`src/rtl/sprite_units.sv`:
```
// sprite_units: eight-slot sprite output stage. Captures secondary-OAM sprites
// during the fetch window, then counts down X, shifts pattern bits and
// resolves the frontmost opaque sprite pixel during the visible cycles.
module sprite_units (
    input  logic       clk,
    input  logic       rst_n,
    input  logic       rend,
    input  logic [8:0] cycle,
    input  logic [7:0] ppumask,
    input  logic [7:0] attribute,
    input  logic [7:0] x,
    input  logic       sp0,
    input  logic       sp_valid,
    input  logic [7:0] pat_din,
    output logic [1:0] sp_pix,
    output logic [1:0] sp_pal,
    output logic       sp_pri,
    output logic       sp_zero
);

    // Per-slot state
    logic [7:0] r_pat_lo [8];
    logic [7:0] r_pat_hi [8];
    logic [1:0] r_pal    [8];
    logic       r_pri    [8];
    logic       r_is_sp0 [8];
    logic [7:0] r_xcnt   [8];

    // Staging registers filled at the lo-byte phase of each slot fetch
    logic       r_stg_vld;
    logic [7:0] r_stg_attr;
    logic [7:0] r_stg_x;
    logic [7:0] r_stg_lo;
    logic       r_stg_sp0;
    logic       r_stg_valid;

    // Registered outputs
    logic [1:0] r_sp_pix;
    logic [1:0] r_sp_pal;
    logic       r_sp_pri;
    logic       r_sp_zero;

    logic       w_fetch;
    logic       w_render;
    logic       w_sample;
    logic       w_commit;
    logic [8:0] w_off;
    logic [2:0] w_slot;
    logic [7:0] w_c_lo;
    logic [7:0] w_c_hi;
    logic [7:0] w_c_x;
    logic [1:0] w_c_pal;
    logic       w_c_pri;
    logic       w_c_sp0;
    logic [1:0] w_pix [8];
    logic [1:0] w_res_pix;
    logic [1:0] w_res_pal;
    logic       w_res_pri;
    logic       w_res_zero;
    logic       w_show;
    logic       w_unused;

    function automatic logic [7:0] rev8(input logic [7:0] v);
        logic [7:0] r;
        for (int i = 0; i < 8; i++) r[i] = v[7-i];
        return r;
    endfunction

    assign w_fetch  = rend && (cycle >= 9'd257) && (cycle <= 9'd320);
    assign w_render = rend && (cycle >= 9'd1) && (cycle <= 9'd256);
    assign w_sample = w_fetch && (cycle[2:0] == 3'd6);
    // Commit only when the matching lo-byte phase was seen with rendering on
    assign w_commit = w_fetch && (cycle[2:0] == 3'd0) && r_stg_vld;
    assign w_off    = cycle - 9'd257;
    assign w_slot   = w_off[5:3];
    // Leftmost-8 clip: px < 8 corresponds to cycles 1..8
    assign w_show   = w_render && ppumask[4] && (ppumask[2] || (cycle > 9'd8));
    assign w_unused = ^{attribute[7], attribute[4:2], w_off[8:6], w_off[2:0],
                        ppumask[7:5], ppumask[3], ppumask[1:0]};

    // Stage attribute/X/flags and lo byte; drop staging whenever rendering stops
    // NOTE: sequential state uses non-blocking (<=) so all flops sample pre-edge values.
    always_ff @(posedge clk or negedge rst_n) begin
        if (!rst_n) begin
            r_stg_vld   <= 1'b0;
            r_stg_attr  <= '0;
            r_stg_x     <= '0;
            r_stg_lo    <= '0;
            r_stg_sp0   <= 1'b0;
            r_stg_valid <= 1'b0;
        end else if (!rend) begin
            r_stg_vld <= 1'b0;
        end else if (w_sample) begin
            r_stg_vld   <= 1'b1;
            r_stg_attr  <= attribute;
            r_stg_x     <= x;
            r_stg_lo    <= pat_din;
            r_stg_sp0   <= sp0;
            r_stg_valid <= sp_valid;
        end else if (w_fetch && (cycle[2:0] == 3'd0)) begin
            r_stg_vld <= 1'b0;
        end
    end

    // Build the slot image to commit: hflip reversal, filler slots forced transparent
    // NOTE: every always_comb output gets a default first so no path infers a latch.
    always_comb begin
        w_c_lo  = r_stg_attr[6] ? rev8(r_stg_lo) : r_stg_lo;
        w_c_hi  = r_stg_attr[6] ? rev8(pat_din) : pat_din;
        w_c_x   = r_stg_x;
        w_c_pal = r_stg_attr[1:0];
        w_c_pri = r_stg_attr[5];
        w_c_sp0 = r_stg_sp0;
        if (!r_stg_valid) begin
            w_c_lo  = '0;
            w_c_hi  = '0;
            w_c_x   = 8'hFF;
            w_c_pal = '0;
            w_c_pri = 1'b0;
            w_c_sp0 = 1'b0;
        end
    end

    // Slot registers: commit in the fetch window, count down / shift while rendering
    // NOTE: the slot array is small control state that must start transparent, so it is reset.
    always_ff @(posedge clk or negedge rst_n) begin
        if (!rst_n) begin
            for (int k = 0; k < 8; k++) begin
                r_pat_lo[k] <= '0;
                r_pat_hi[k] <= '0;
                r_pal[k]    <= '0;
                r_pri[k]    <= 1'b0;
                r_is_sp0[k] <= 1'b0;
                r_xcnt[k]   <= 8'hFF;
            end
        end else begin
            for (int k = 0; k < 8; k++) begin
                if (w_commit && (w_slot == 3'(k))) begin
                    r_pat_lo[k] <= w_c_lo;
                    r_pat_hi[k] <= w_c_hi;
                    r_pal[k]    <= w_c_pal;
                    r_pri[k]    <= w_c_pri;
                    r_is_sp0[k] <= w_c_sp0;
                    r_xcnt[k]   <= w_c_x;
                end else if (w_render) begin
                    if (r_xcnt[k] != 8'd0) begin
                        r_xcnt[k] <= r_xcnt[k] - 8'd1;
                    end else begin
                        r_pat_lo[k] <= {r_pat_lo[k][6:0], 1'b0};
                        r_pat_hi[k] <= {r_pat_hi[k][6:0], 1'b0};
                    end
                end
            end
        end
    end

    // Current pixel of each slot (only once its X counter has expired)
    always_comb begin
        for (int k = 0; k < 8; k++) begin
            w_pix[k] = (r_xcnt[k] == 8'd0) ? {r_pat_hi[k][7], r_pat_lo[k][7]} : 2'b00;
        end
    end

    // Priority resolve: scan high to low so the lowest opaque slot wins
    always_comb begin
        w_res_pix  = '0;
        w_res_pal  = '0;
        w_res_pri  = 1'b0;
        w_res_zero = 1'b0;
        for (int k = 7; k >= 0; k--) begin
            if (w_pix[k] != 2'b00) begin
                w_res_pix  = w_pix[k];
                w_res_pal  = r_pal[k];
                w_res_pri  = r_pri[k];
                w_res_zero = r_is_sp0[k];
            end
        end
    end

    // Output register with masking; zero outside visible rendering
    always_ff @(posedge clk or negedge rst_n) begin
        if (!rst_n) begin
            r_sp_pix  <= '0;
            r_sp_pal  <= '0;
            r_sp_pri  <= 1'b0;
            r_sp_zero <= 1'b0;
        end else if (w_show) begin
            r_sp_pix  <= w_res_pix;
            r_sp_pal  <= w_res_pal;
            r_sp_pri  <= w_res_pri;
            r_sp_zero <= w_res_zero;
        end else begin
            r_sp_pix  <= '0;
            r_sp_pal  <= '0;
            r_sp_pri  <= 1'b0;
            r_sp_zero <= 1'b0;
        end
    end

    assign sp_pix  = r_sp_pix;
    assign sp_pal  = r_sp_pal;
    assign sp_pri  = r_sp_pri;
    assign sp_zero = r_sp_zero;

endmodule
```
`config.mk`:
```
export PLATFORM = sky130hd
export DESIGN_NAME = sprite_units
export DESIGN_NICKNAME = d
export VERILOG_FILES = /design/src/rtl/sprite_units.sv
export SDC_FILE = /design/constraint.sdc
export NUM_CORES = 1
export LEC_CHECK = 0
export CAP_MARGIN = 15
export CELL_PAD_IN_SITES_DETAIL_PLACEMENT = 1
export CELL_PAD_IN_SITES_GLOBAL_PLACEMENT = 2
export CORE_MARGIN = 1
export CORE_UTILIZATION = 43
export DETAILED_ROUTE_END_ITERATION = 16
export PLACE_DENSITY = 0.82
export SETUP_SLACK_MARGIN = 0.5
export SYNTH_ARGS = -nofsm -noshare
export SYNTH_HDL_FRONTEND = slang
export SYNTH_SLANG_ARGS = --single-unit
export TNS_END_PERCENT = 100
```
`constraint.sdc`:
```
create_clock -name clk -period 7.4 [get_ports clk]
set_input_delay 1.48 -clock clk [delete_from_list [all_inputs] [get_ports clk]]
set_output_delay 1.48 -clock clk [all_outputs]
set_load 0.01 [all_outputs]
```
; Yosys cells after proc, flatten, opt, wreduce, memory -nomap -nowiden
; Cells that the tools add are included.
[totals]
regBits = 256
latch_bits = 0
ram_bits = 0
mem_bits_ro = 0
out_inout_bits = 6
elab_cells = 293
memories = 0
[op_classes]
add_sub_neg = 9
mul = 0
div_mod_pow = 0
magnitude_cmp = 5
eq_ne = 17
shifts = 0
mux = 127
bitwise = 0
reduce_logical = 77
[ops]
columns = operator, count
row1 = 8-bit two-way mux, 77
row2 = 8-bit logical NOT, 8
row3 = 8-bit nonzero test, 8
row4 = 8-bit by 1-bit subtractor with 8-bit output (second input constant), 8
row5 = 2-bit two-way mux, 27
row6 = 2-bit nonzero test, 24
row7 = 2-bit AND reduction, 17
row8 = 1-bit two-way mux, 23
row9 = 9-bit less-or-equal comparator (second input constant), 2
row10 = 1-bit logical AND, 17
row11 = 2-bit != test (second input constant), 8
row12 = 3-bit equality test (second input constant), 5
row13 = 9-bit by 1-bit greater-or-equal comparator with 1-bit output (second input constant), 1
row14 = 9-bit greater-or-equal comparator (second input constant), 1
row15 = 9-bit by 4-bit greater-than comparator with 1-bit output (second input constant), 1
row16 = 3-bit by 2-bit equality test with 1-bit output (second input constant), 2
row17 = 3-bit logical NOT, 2
row18 = 6-bit by 1-bit subtractor with 6-bit output (second input constant), 1
row19 = 3-bit by 1-bit equality test with 1-bit output (second input constant), 1
row20 = 3-bit by 1-bit != test with 1-bit output (second input constant), 1
row21 = 1-bit logical OR, 1

; Logic depth before layout (Yosys ltp)
; Gate-level depths: netlist (run 1).
[depth]
depth_word = 12
depth_mapped = 10
depth_no_buf = 8

; Worst setup path after synthesis (run 1)
; OpenSTA, ideal clock, no wires.
[synth_timing]
path_kind = input-to-reg
from = input cycle[6]
to = register r_pat_lo[47] (netlist bit)
setup_time_ns = 0.126
arrival_ns = 3.753
required_time_ns = 7.274
slack_ns = 3.521
path_stages = 10
cell_sequence = buf_6 -> or4_4 -> or4_1 -> buf_2 -> and2_4 -> buf_6 -> nor2_8 -> nor2_2 -> buf_2 -> a221o_1
[synth_via]
elab_chain_len = 8
elab_cells_between_ends = 15
[synth_lines]
columns = element, line
row1 = from (decl), 8  ; input logic [8:0] cycle,
row2 = 9-bit greater-or-equal comparator, 69  ; assign w_fetch = rend && (cycle >= 9'd257) && (cycle <= 9'd320);
row3 = 1-bit logical AND (2 in a row), 69
row4 = 1-bit logical AND (2 in a row), 73  ; assign w_commit = w_fetch && (cycle[2:0] == 3'd0) && r_stg_vld;
row5 = 1-bit logical AND, 138  ; if (w_commit && (w_slot == 3'(k))) begin
row6 = 2-bit != test (no line) / 2-bit nonzero test (equally long branches), -
row7 = 2-bit AND reduction (no line), -
row8 = "to (signal, indexed assignment)", 139  ; r_pat_lo[k] <= w_c_lo;
row9 = "to (signal, indexed assignment)", 149  ; r_pat_lo[k] <= {r_pat_lo[k][6:0], 1'b0};
row10 = to (decl), 22  ; logic [7:0] r_pat_lo [8];
; Parallel ways exist; a longest one is shown, timed or not.
; A chain may end at the register's enable or synchronous reset.

; Worst setup path after layout (run 1)
[layout_timing]
from = input cycle[4]
to = register r_pat_hi[3] (netlist bit)
[layout_via]
elab_chain_len = 8
elab_cells_between_ends = 17
[layout_lines]
columns = element, line
row1 = 9-bit greater-or-equal comparator, 69
row2 = 1-bit logical AND (2 in a row), 69
row3 = 1-bit logical AND (2 in a row), 73
row4 = 1-bit logical AND, 138
row5 = 2-bit != test (no line) / 2-bit nonzero test (equally long branches), -
row6 = 2-bit AND reduction (no line), -
row7 = "to (signal, indexed assignment)", 140  ; r_pat_hi[k] <= w_c_hi;
row8 = "to (signal, indexed assignment)", 150  ; r_pat_hi[k] <= {r_pat_hi[k][6:0], 1'b0};
row9 = to (decl), 23  ; logic [7:0] r_pat_hi [8];
; Parallel ways exist; a longest one is shown, timed or not.

==> results.sh, run 1 <==
export IMPL_stdcell_area_um2=14100
export IMPL_die_width_um=171
export IMPL_synth_edf_count=0
export IMPL_avgSynthCellArea_um2=10.0
export IMPL_finalClockSkew_ns=0.0126
export IMPL_worst_setup_path_type="primary input to register"
export IMPL_via_count=9876
export IMPL_first_pass_iters=5
export IMPL_worst_pin_slew_ns=1.18
export IMPL_hpwlAfterDp_um=23800
export IMPL_crit_required_ns=7.88
export IMPL_yosys_register_bits=253
export IMPL_fmax_mhz=210
export IMPL_worstHoldPathCells=2
export IMPL_worst_setup_path_end_kind="register"
export IMPL_wl_per_cell_um=21.8
export IMPL_drt_vias_per_instance=6.01
export IMPL_start_util_pct=44.0
export IMPL_die_y_um=171
export IMPL_multi_input_area_um2=5480
export IMPL_critPathMaxStageDelay_ns=0.92
export IMPL_dieArea_um2=29300
export IMPL_io_pins=52
export IMPL_netlist_area_um2=12300
export IMPL_crit_family="simple AND/OR/NAND/NOR gates"
export IMPL_setup_viol=0
export IMPL_grt_setup_unrepaired="false"
export IMPL_antenna_found_initial=0
export IMPL_syn_to_final_growth_pct=14.6
export IMPL_drive_above_1_share_pct=15.7
export IMPL_groute_usage_overall_pct=25.6
export IMPL_drt_initial_drc_count=686
export IMPL_path_clk_slew_ns=0.06
export IMPL_synth_top_cell_by_area="dfrtp_1"
export IMPL_hold_buffers=0
export IMPL_r2r_slack_ns=3.94
export IMPL_grt_pass1_wl_um=58100
export IMPL_placed_area_um2=13000
export IMPL_hp_start="r_pri[1]$_DFFE_PN0P_"
export IMPL_start_kind="primary input"
export IMPL_cts_made_buffers=29
export IMPL_htree_levels=1
export IMPL_cts_resized=0
export IMPL_powerDensity_nw_per_um2=298
export IMPL_yosys_top_cells_area="dfrtp_1, dfstp_2, a221o_1"
export IMPL_place_congestion=0.815
export IMPL_grt_pass1_vias=10200
export IMPL_synth_net_count=1287
export IMPL_hp_class="register to register"
export IMPL_critical_path_startpoint="cycle[4]"
export IMPL_r2r_cells=7
export IMPL_cts_root_buf="clkbuf_16"
export IMPL_nFillCells=3120
export IMPL_finalHoldViolations=0
export IMPL_drc_errors=0
export IMPL_ir_worst_vdd_v=0.000279
export IMPL_slowest_stage="nor2_1"
export IMPL_regArea_um2=6410
export IMPL_core_area_um2=27900
export IMPL_synthArstFlopShare_pct=100
export IMPL_grt_max_degree=135
export IMPL_fin_crit_ns=4.77
export IMPL_period_share_pct=64.5
export IMPL_cp_buffers_inverters=1
export IMPL_fin_nets=1302
export IMPL_diodes=0
export IMPL_timing_rr_start="r_xcnt[16]$_DFFE_PN1P_"
export IMPL_hold_path_end="r_pri[1]$_DFFE_PN0P_"
export IMPL_synth_cell_types=63
export IMPL_routed_wirelength_um=35800
export IMPL_status="finished clean"
export IMPL_postCtsSetupRepairBufs=0
export IMPL_drtAntennaViolNets=0
export IMPL_clk_latency_ns=0.55
export IMPL_finalMaxSlewViolations=0
export IMPL_cp_arrival_ns=5.25
export IMPL_crit_fanout=21
export IMPL_io_buffers=41
export IMPL_cp_cell_sequence="clkdlybuf4s50_1, or4_4, o311ai_2, and2_4, nor2_4, nor2_1, a221o_1"
export IMPL_ys_warn_count=0
export IMPL_yosysSeqAreaShare_pct=52.2
export IMPL_grt_ovfl_total=0
export IMPL_synthFlopType="dfrtp_1"
export IMPL_clock_sinks=253
export IMPL_max_slew_margin_pct=21.4
export IMPL_netlist_instances=1228
export IMPL_rr_endpoint="r_pat_lo[20]$_DFFE_PN0P_"
export IMPL_num_rows=61
export IMPL_fin_setup_tns_ns=0
export IMPL_cap_violations=0
export IMPL_static_leakage_power_nw=5.76
export IMPL_cts_buffer_depth=3
export IMPL_synth_top_area_share_pct=38.5
export IMPL_cts_tree="yes"
## layer usage
metal | share of wire, % | global-route usage (%) | up-vias | wire length (µm)
met1 | 47 | 35.7 | 5115 | 16700
met4 | 2.3 | 7.38 | 0 | 823
met2 | 48 | 42.1 | 172 | 17100
met3 | 3.1 | 2.87 | 58 | 1120
li1 | - | - | 4531 | -
met5 | 0 | 0 | - | 0
## power by group
group | total (W) | internal, W | switching [W]
combinational | 0.000738 | 0.000307 | 0.000431
sequential | 0.00188 | 0.00169 | 0.000192
clock | 0.00158 | 0.000984 | 0.000595
## metrics by stage
stage	worst slack, ns	power, W	cells	hold slack [ns]	util [%]
after floorplan	3.52	0.00237	1228	0.449	-
after global placement	2.23	0.00260	1587	0.461	46.5
after detailed placement	2.18	0.00264	1588	0.470	46.5
after CTS	2.70	0.00424	1642	0.484	50.3
after global routing	2.43	0.00441	1644	0.507	50.4
final	2.63	0.00420	1644	0.479	50.4
## Yosys cell counts, types with 22 or more instances
master      n
mux2_2     39
nand2_1   176
dfrtp_1   189
nor2_1    153
clkbuf_1   49
dfstp_2    64
xor2_1     22
o211ai_1   34
a21oi_1    35
o21ai_0    50
a221o_1    86
nand3_1    53
## flip-flops by register name, summed over array words and instances, names as in the netlist
| signal | flops |
|---|---|
| r_is_sp0 | 8 |
| r_pal | 16 |
| r_pat_hi | 64 |
| r_pat_lo | 64 |
| r_pri | 8 |
| r_stg_attr | 4 |
| r_stg_lo | 8 |
| r_stg_sp0 | 1 |
| r_stg_valid | 1 |
| r_stg_vld | 1 |
| r_stg_x | 8 |
| r_xcnt | 64 |
| sp_pal | 2 |
| sp_pix | 2 |
| sp_pri | 1 |
| sp_zero | 1 |
## cell usage in the layout, fill, tap and decap left out, types with 6 or more instances in the layout
cell and instances:
dfrtp_1 189, o21ai_0 50, clkdlybuf4s50_1 40, nand2b_1 7, nand2_1 176, nor4_1 7, a21o_1 6, clkbuf_16 29
nor2b_1 6, a221o_1 86, bufinv_16 7, nand4_1 12, o2111ai_1 7, nor3_1 15, nand3b_1 6, xor2_1 22
ha_1 13, nor2_1 152, dfstp_2 64, nand3_1 53, and3_1 7, mux2_2 39, or3_1 18, inv_1 21
a311o_1 6, a31oi_1 12, a21oi_1 35, o211ai_1 34, o221ai_1 14, buf_4 15, or2_2 7, xnor2_1 6
o22ai_1 20
## cell type report
type                       instances  share of cell area (%)
clock buffer                      36                    5.48
clock inverter                    18                    1.96
inverter                          21                   0.560
multi-input combinational        879                    38.9
sequential                       253                    45.5
tap                              378                    3.36
timing repair buffer              59                    4.19
## logic make-up (layout without fill, tap and decap cells)
family / Yosys count / after routing / synth area share [%]
flops: 253 / 253 / 52.2
buf+inv: 96 / 134 / 3.23
simple gates: 500 / 500 / 19.0
xor+xnor: 28 / 28 / 2.00
mux: 43 / 43 / 3.90
fa+ha+maj: 13 / 13 / 1.32
compound gates: 295 / 295 / 18.4
## worst register-to-register path, cell delays in order, from the launching register on
cell and delay [ns]:
dfstp_2 0.39, inv_1 0.08, ha_1 0.14, nor3b_1 0.62, nand2_1 0.38, a21oi_2 0.79, nor2_1 0.52, a221o_1 0.43
## worst max-delay path by stage
| stage | depth (start not counted) | endpoint | slack [ns] |
|---|---|---|---|
| 3_5_place_dp | 7 | r_pat_hi[3]$_DFFE_PN0P_ | 2.18 |
| 6_report | 7 | r_pat_hi[3]$_DFFE_PN0P_ | 2.63 |
| 2_1_floorplan | 10 | r_pat_lo[47]$_DFFE_PN0P_ | 3.52 |
| 3_3_place_gp | 7 | r_pat_lo[1]$_DFFE_PN0P_ | 2.23 |
| 4_1_cts | 7 | r_pat_hi[3]$_DFFE_PN0P_ | 2.70 |
| 5_1_grt | 7 | r_pat_hi[3]$_DFFE_PN0P_ | 2.43 |
(Power assumes the default switching activity.)
==> run 2, diff against run 1 <==
- CORE_UTILIZATION: 43 -> 40
- PLACE_DENSITY: 0.82 -> 0.77
- clock period: 7.4 -> 4.5 ns (I/O delays scaled with it)
==> results.sh, run 2 (synthesis gave the netlist of run 1 again) <==
export IMPL_drive_above_1_share_pct=16.8
export IMPL_pwr_share_clk_pct=35.1
export IMPL_groute_usage_overall_pct=24.1
export IMPL_diodes=0
export IMPL_p_int_w=0.00465
export IMPL_fmax_mhz=288
export IMPL_final_util_pct=47.3
export IMPL_clock_sinks=253
export IMPL_finalHoldViolations=0
export IMPL_worst_setup_path_type="primary input to register"
export IMPL_place_congestion=0.794
export IMPL_dieArea_um2=31400
export IMPL_hpwlAfterDp_um=24800
export IMPL_fin_crit_ns=3.47
export IMPL_antenna_found_initial=0
export IMPL_cts_buffer_depth=3
export IMPL_start_kind="primary input"
export IMPL_cap_violations=0
export IMPL_drc_errors=0
export IMPL_finalMaxSlewViolations=0
export IMPL_crit_fanout=17
export IMPL_power_switching_w=0.00201
export IMPL_via_count=9747
export IMPL_worst_pin_slew_ns=1.13
export IMPL_drt_initial_drc_count=665
export IMPL_period_share_pct=77.2
export IMPL_cp_arrival_ns=3.93
export IMPL_io_pins=52
export IMPL_drtAntennaViolNets=0
export IMPL_grt_pass1_wl_um=59100
export IMPL_cts_resized=0
export IMPL_crit_required_ns=4.95
export IMPL_hp_class="primary input to asynchronous set/reset pin"
export IMPL_status="finished clean"
export IMPL_wl_per_cell_um=21.7
export IMPL_ir_worst_vdd_v=0.000380
export IMPL_first_pass_iters=4
export IMPL_worst_setup_path_end_kind="register"
export IMPL_htree_levels=1
export IMPL_setup_viol=0
export IMPL_grt_pass1_vias=10400
export IMPL_start_util_pct=41.0
export IMPL_slowest_stage="or4_1"
export IMPL_nFillCells=3346
export IMPL_critPathMaxStageDelay_ns=0.65
export IMPL_io_buffers=41
export IMPL_grt_max_degree=94
export IMPL_regArea_um2=6410
export IMPL_grt_ovfl_total=0
export IMPL_clk_latency_ns=0.57
export IMPL_num_rows=63
export IMPL_switching_share_pct=30.2
export IMPL_pwr_share_comb_pct=18.6
export IMPL_powerDensity_nw_per_um2=471
export IMPL_cts_made_buffers=30
export IMPL_die_width_um=177
export IMPL_cts_tree="yes"
export IMPL_postCtsSetupRepairBufs=0
export IMPL_path_clk_slew_ns=0.06
export IMPL_top_regs="r_pat_hi x64, r_pat_lo x64, r_xcnt x64"
export IMPL_fin_nets=1323
export IMPL_routed_wirelength_um=36400
export IMPL_layout_common_cells="dfrtp_1, nand2_1, nor2_1, a221o_1, dfstp_2"
export IMPL_syn_to_final_growth_pct=15.3
export IMPL_core_area_um2=30000
export IMPL_static_leakage_power_nw=5.81
export IMPL_mostFrequentLayoutCell="dfrtp_1"
export IMPL_finalClockSkew_ns=0.0174
export IMPL_cts_root_buf="clkbuf_16"
export IMPL_drt_vias_per_instance=5.83
export IMPL_power_frac_seq_pct=46.3
export IMPL_fin_setup_tns_ns=0
export IMPL_cp_cell_sequence="clkdlybuf4s50_1, or4_4, or4_1, and2_4, buf_4, nor2_8, nor2_2, a221o_1"
export IMPL_max_slew_margin_pct=24.4
export IMPL_multi_input_area_um2=5480
export IMPL_grt_setup_unrepaired="false"
export IMPL_hold_buffers=0
export IMPL_die_y_um=177
-- run 2: worst paths after layout --
path / cells past startpoint / to / from / slack (ns)
setup / recovery: 8 / r_pat_hi[12]$_DFFE_PN0P_ / cycle[7] / 1.03
hold / removal: 1 / r_stg_x[3]$_DFFE_PN0P_ / rst_n / 0.36
setup reg to reg: 8 / sp_zero$_DFF_PN0_ / r_xcnt[56]$_DFFE_PN1P_ / 1.62
hold reg to reg: 2 / r_is_sp0[6]$_DFFE_PN0P_ / r_is_sp0[6]$_DFFE_PN0P_ / 0.48
max in group asynchronous: 2 / r_pal[7]$_DFFE_PN0P_ / rst_n / 3.24
min in group clk: 2 / r_is_sp0[6]$_DFFE_PN0P_ / r_is_sp0[6]$_DFFE_PN0P_ / 0.48
-- run 2: final cells by class --
cell class,count,share of cell area [%]
clock buffers,42,5.97
clock inverters,8,0.680
inverters,21,0.557
multi-input cells,879,38.7
flip-flops and latches,253,45.3
well taps,390,3.45
repair buffers,79,5.38
-- run 2: power by group through the flow --
| stage | Clock (W) | Sequential [W] | Combinational (W) |
|---|---|---|---|
| 2_1_floorplan | 0 | 0.00301 | 0.000884 |
| 5_1_grt | 0.00248 | 0.00314 | 0.00140 |
| 3_3_place_gp | 0 | 0.00311 | 0.00119 |
| 4_1_cts | 0.00239 | 0.00309 | 0.00125 |
| 6_report | 0.00234 | 0.00309 | 0.00124 |
| 3_5_place_dp | 0 | 0.00312 | 0.00124 |
-- run 2: worst max-delay path: cells and delay by family --
family | cells | cell delay (ns)
AND/OR/NAND/NOR | 5 | 2.02
buffers and inverters | 2 | 0.65
AO/OA/AOI/OAI | 1 | 0.34
-- run 2: through the flow --
step                      hold WS [ns]  cells  setup WS (ns)  instance area, µm²  power [W]
final                            0.364   1672           1.03               14200    0.00667
after global routing             0.419   1672          0.952               14200    0.00702
after CTS                        0.387   1669           1.04               14100    0.00673
after detailed placement         0.471   1619          0.463               13200    0.00436
after global placement           0.462   1619          0.506               13200    0.00430
after floorplan                  0.449   1228           1.20               12300    0.00390
-- run 2: metal layers --
layer | global-route usage [%] | share of wire, % | up-vias | wire length, µm
li1 | - | - | 4562 | -
met1 | 33.1 | 48 | 5022 | 17300
met2 | 41.1 | 48 | 127 | 17500
met3 | 2.38 | 2.6 | 36 | 942
met4 | 4.91 | 1.6 | 0 | 590
met5 | 0 | 0 | - | 0
==> run 3, diff against run 2 <==
- clock period: 4.5 -> 3.46 ns (I/O delays scaled with it)
==> results.sh, run 3 (synthesis gave the netlist of run 1 again) <==
export IMPL_io_buffers=41
export IMPL_drive_above_1_share_pct=19.6
export IMPL_syn_to_final_growth_pct=18.7
export IMPL_switching_share_pct=29.3
export IMPL_nFillCells=3279
export IMPL_power_frac_seq_pct=44.6
export IMPL_pwr_share_comb_pct=18.6
export IMPL_io_pins=52
export IMPL_clock_sinks=253
export IMPL_powerDensity_nw_per_um2=619
export IMPL_grt_max_degree=70
export IMPL_dp_cells=1645
export IMPL_die_y_um=177
export IMPL_hpwlAfterDp_um=25200
export IMPL_via_count=9964
export IMPL_drt_vias_per_instance=5.85
export IMPL_grt_pass1_vias=10300
export IMPL_top_regs="r_pat_hi x64, r_pat_lo x64, r_xcnt x64"
export IMPL_grt_setup_unrepaired="false"
export IMPL_routed_wirelength_um=36400
export IMPL_fin_nets=1350
export IMPL_pwr_share_clk_pct=36.8
export IMPL_core_area_um2=30000
export IMPL_fin_crit_ns=2.88
export IMPL_finalClockSkew_ns=0.0128
export IMPL_cp_arrival_ns=3.32
export IMPL_path_clk_slew_ns=0.06
export IMPL_drc_errors=0
export IMPL_finalMaxSlewViolations=0
export IMPL_cts_tree="yes"
export IMPL_htree_levels=1
export IMPL_grt_ovfl_total=0
export IMPL_dieArea_um2=31400
export IMPL_wl_per_cell_um=21.4
export IMPL_setup_viol=0
export IMPL_fmax_mhz=347
export IMPL_mostFrequentLayoutCell="dfrtp_1"
export IMPL_crit_required_ns=3.90
export IMPL_die_width_um=177
export IMPL_clk_latency_ns=0.57
export IMPL_antenna_found_initial=0
export IMPL_groute_usage_overall_pct=23.8
export IMPL_static_leakage_power_nw=6.07
export IMPL_place_congestion=0.871
export IMPL_cts_root_buf="clkbuf_16"
export IMPL_finalHoldViolations=0
export IMPL_hp_class="primary input to asynchronous set/reset pin"
export IMPL_fin_setup_tns_ns=0
export IMPL_layout_common_cells="dfrtp_1, nand2_1, nor2_1, a221o_1, dfstp_2"
export IMPL_final_cells=1703
export IMPL_num_rows=63
export IMPL_total_power_w=0.00902
export IMPL_period_share_pct=83.2
export IMPL_max_slew_margin_pct=29.8
export IMPL_first_pass_iters=5
export IMPL_drt_initial_drc_count=626
export IMPL_ir_worst_vdd_v=0.000381
export IMPL_grt_pass1_wl_um=58600
export IMPL_start_kind="primary input"
export IMPL_power_switching_w=0.00265
export IMPL_worst_pin_slew_ns=1.05
export IMPL_p_int_w=0.00638
export IMPL_diodes=0
export IMPL_worst_setup_path_type="primary input to register"
export IMPL_worst_setup_path_end_kind="register"
export IMPL_status="finished clean"
export IMPL_cap_violations=0
export IMPL_cts_made_buffers=29
export IMPL_drtAntennaViolNets=0
export IMPL_start_util_pct=41.0
export IMPL_crit_fanout=9
export IMPL_cts_buffer_depth=3
-- run 3: per-stage QoR --
stage               cell area (µm²)  setup slack (ns)  util [%]  hold WS, ns
finish                        14600             0.580      48.7       0.0794
global route                  14600             0.523      48.7        0.100
CTS                           14500             0.482      48.3       0.0945
detailed placement            13400            -0.209      44.8        0.470
global placement              13400            -0.168      44.8        0.463
floorplan                     12300             0.492         -        0.396
-- run 3: cell type report --
cell class | count | area, µm² | area share (%)
inverter | 21 | 78.8 | 0.541
clock inverter | 12 | 204 | 1.40
multi-input combinational | 879 | 5530 | 37.9
timing repair buffer | 107 | 1040 | 7.10
tap | 390 | 488 | 3.35
clock buffer | 41 | 831 | 5.70
sequential | 253 | 6410 | 44.0
-- run 3: timing repair --
action                                  CTS  global route
hold buffers                              0             0
endpoints found under the setup margin   29            59
gates resized for setup                   4            18
setup buffers                             0             3
cloned                                    0             2
pin swaps                                 0             2
-- run 3: worst max-delay path: stages --
cell and delay, ns:
clkdlybuf4s50_1 0.48, or4_4 0.48, or4_4 0.57, and2_4 0.21, buf_12 0.16, nor2_4 0.13
a21oi_2 0.09, clkbuf_16 0.21, a221o_1 0.29
-- run 3: worst paths after layout --
kind                                         start                       end  depth (start not counted)  slack [ns]
setup / recovery                          cycle[6]  r_pat_hi[31]$_DFFE_PN0P_                          9        0.58
hold / removal                               rst_n    r_stg_x[2]$_DFFE_PN0P_                          1        0.08
setup reg to reg            r_xcnt[36]$_DFFE_PN1P_         sp_zero$_DFF_PN0_                          6        0.74
hold reg to reg            r_is_sp0[0]$_DFFE_PN0P_   r_is_sp0[0]$_DFFE_PN0P_                          2        0.48
max in group asynchronous                    rst_n  r_pat_hi[46]$_DFFE_PN0P_                          2        2.55
min in group clk           r_is_sp0[0]$_DFFE_PN0P_   r_is_sp0[0]$_DFFE_PN0P_                          2        0.48
-- run 3: power by group through the flow --
| stage | sequential [W] | combinational [W] | clock (W) |
|---|---|---|---|
| global placement | 0.00404 | 0.00159 | 0 |
| floorplan | 0.00392 | 0.00115 | 0 |
| finish | 0.00402 | 0.00168 | 0.00332 |
| detailed placement | 0.00406 | 0.00166 | 0 |
| global route | 0.00409 | 0.00187 | 0.00352 |
| CTS | 0.00402 | 0.00167 | 0.00340 |
-- run 3: per-layer routing --
metal / GRT usage [%] / share of wire (%)
met1: 33.4 / 48
met2: 39.3 / 47
met3: 2.62 / 2.7
met4: 6.09 / 2.3
met5: 0 / 0
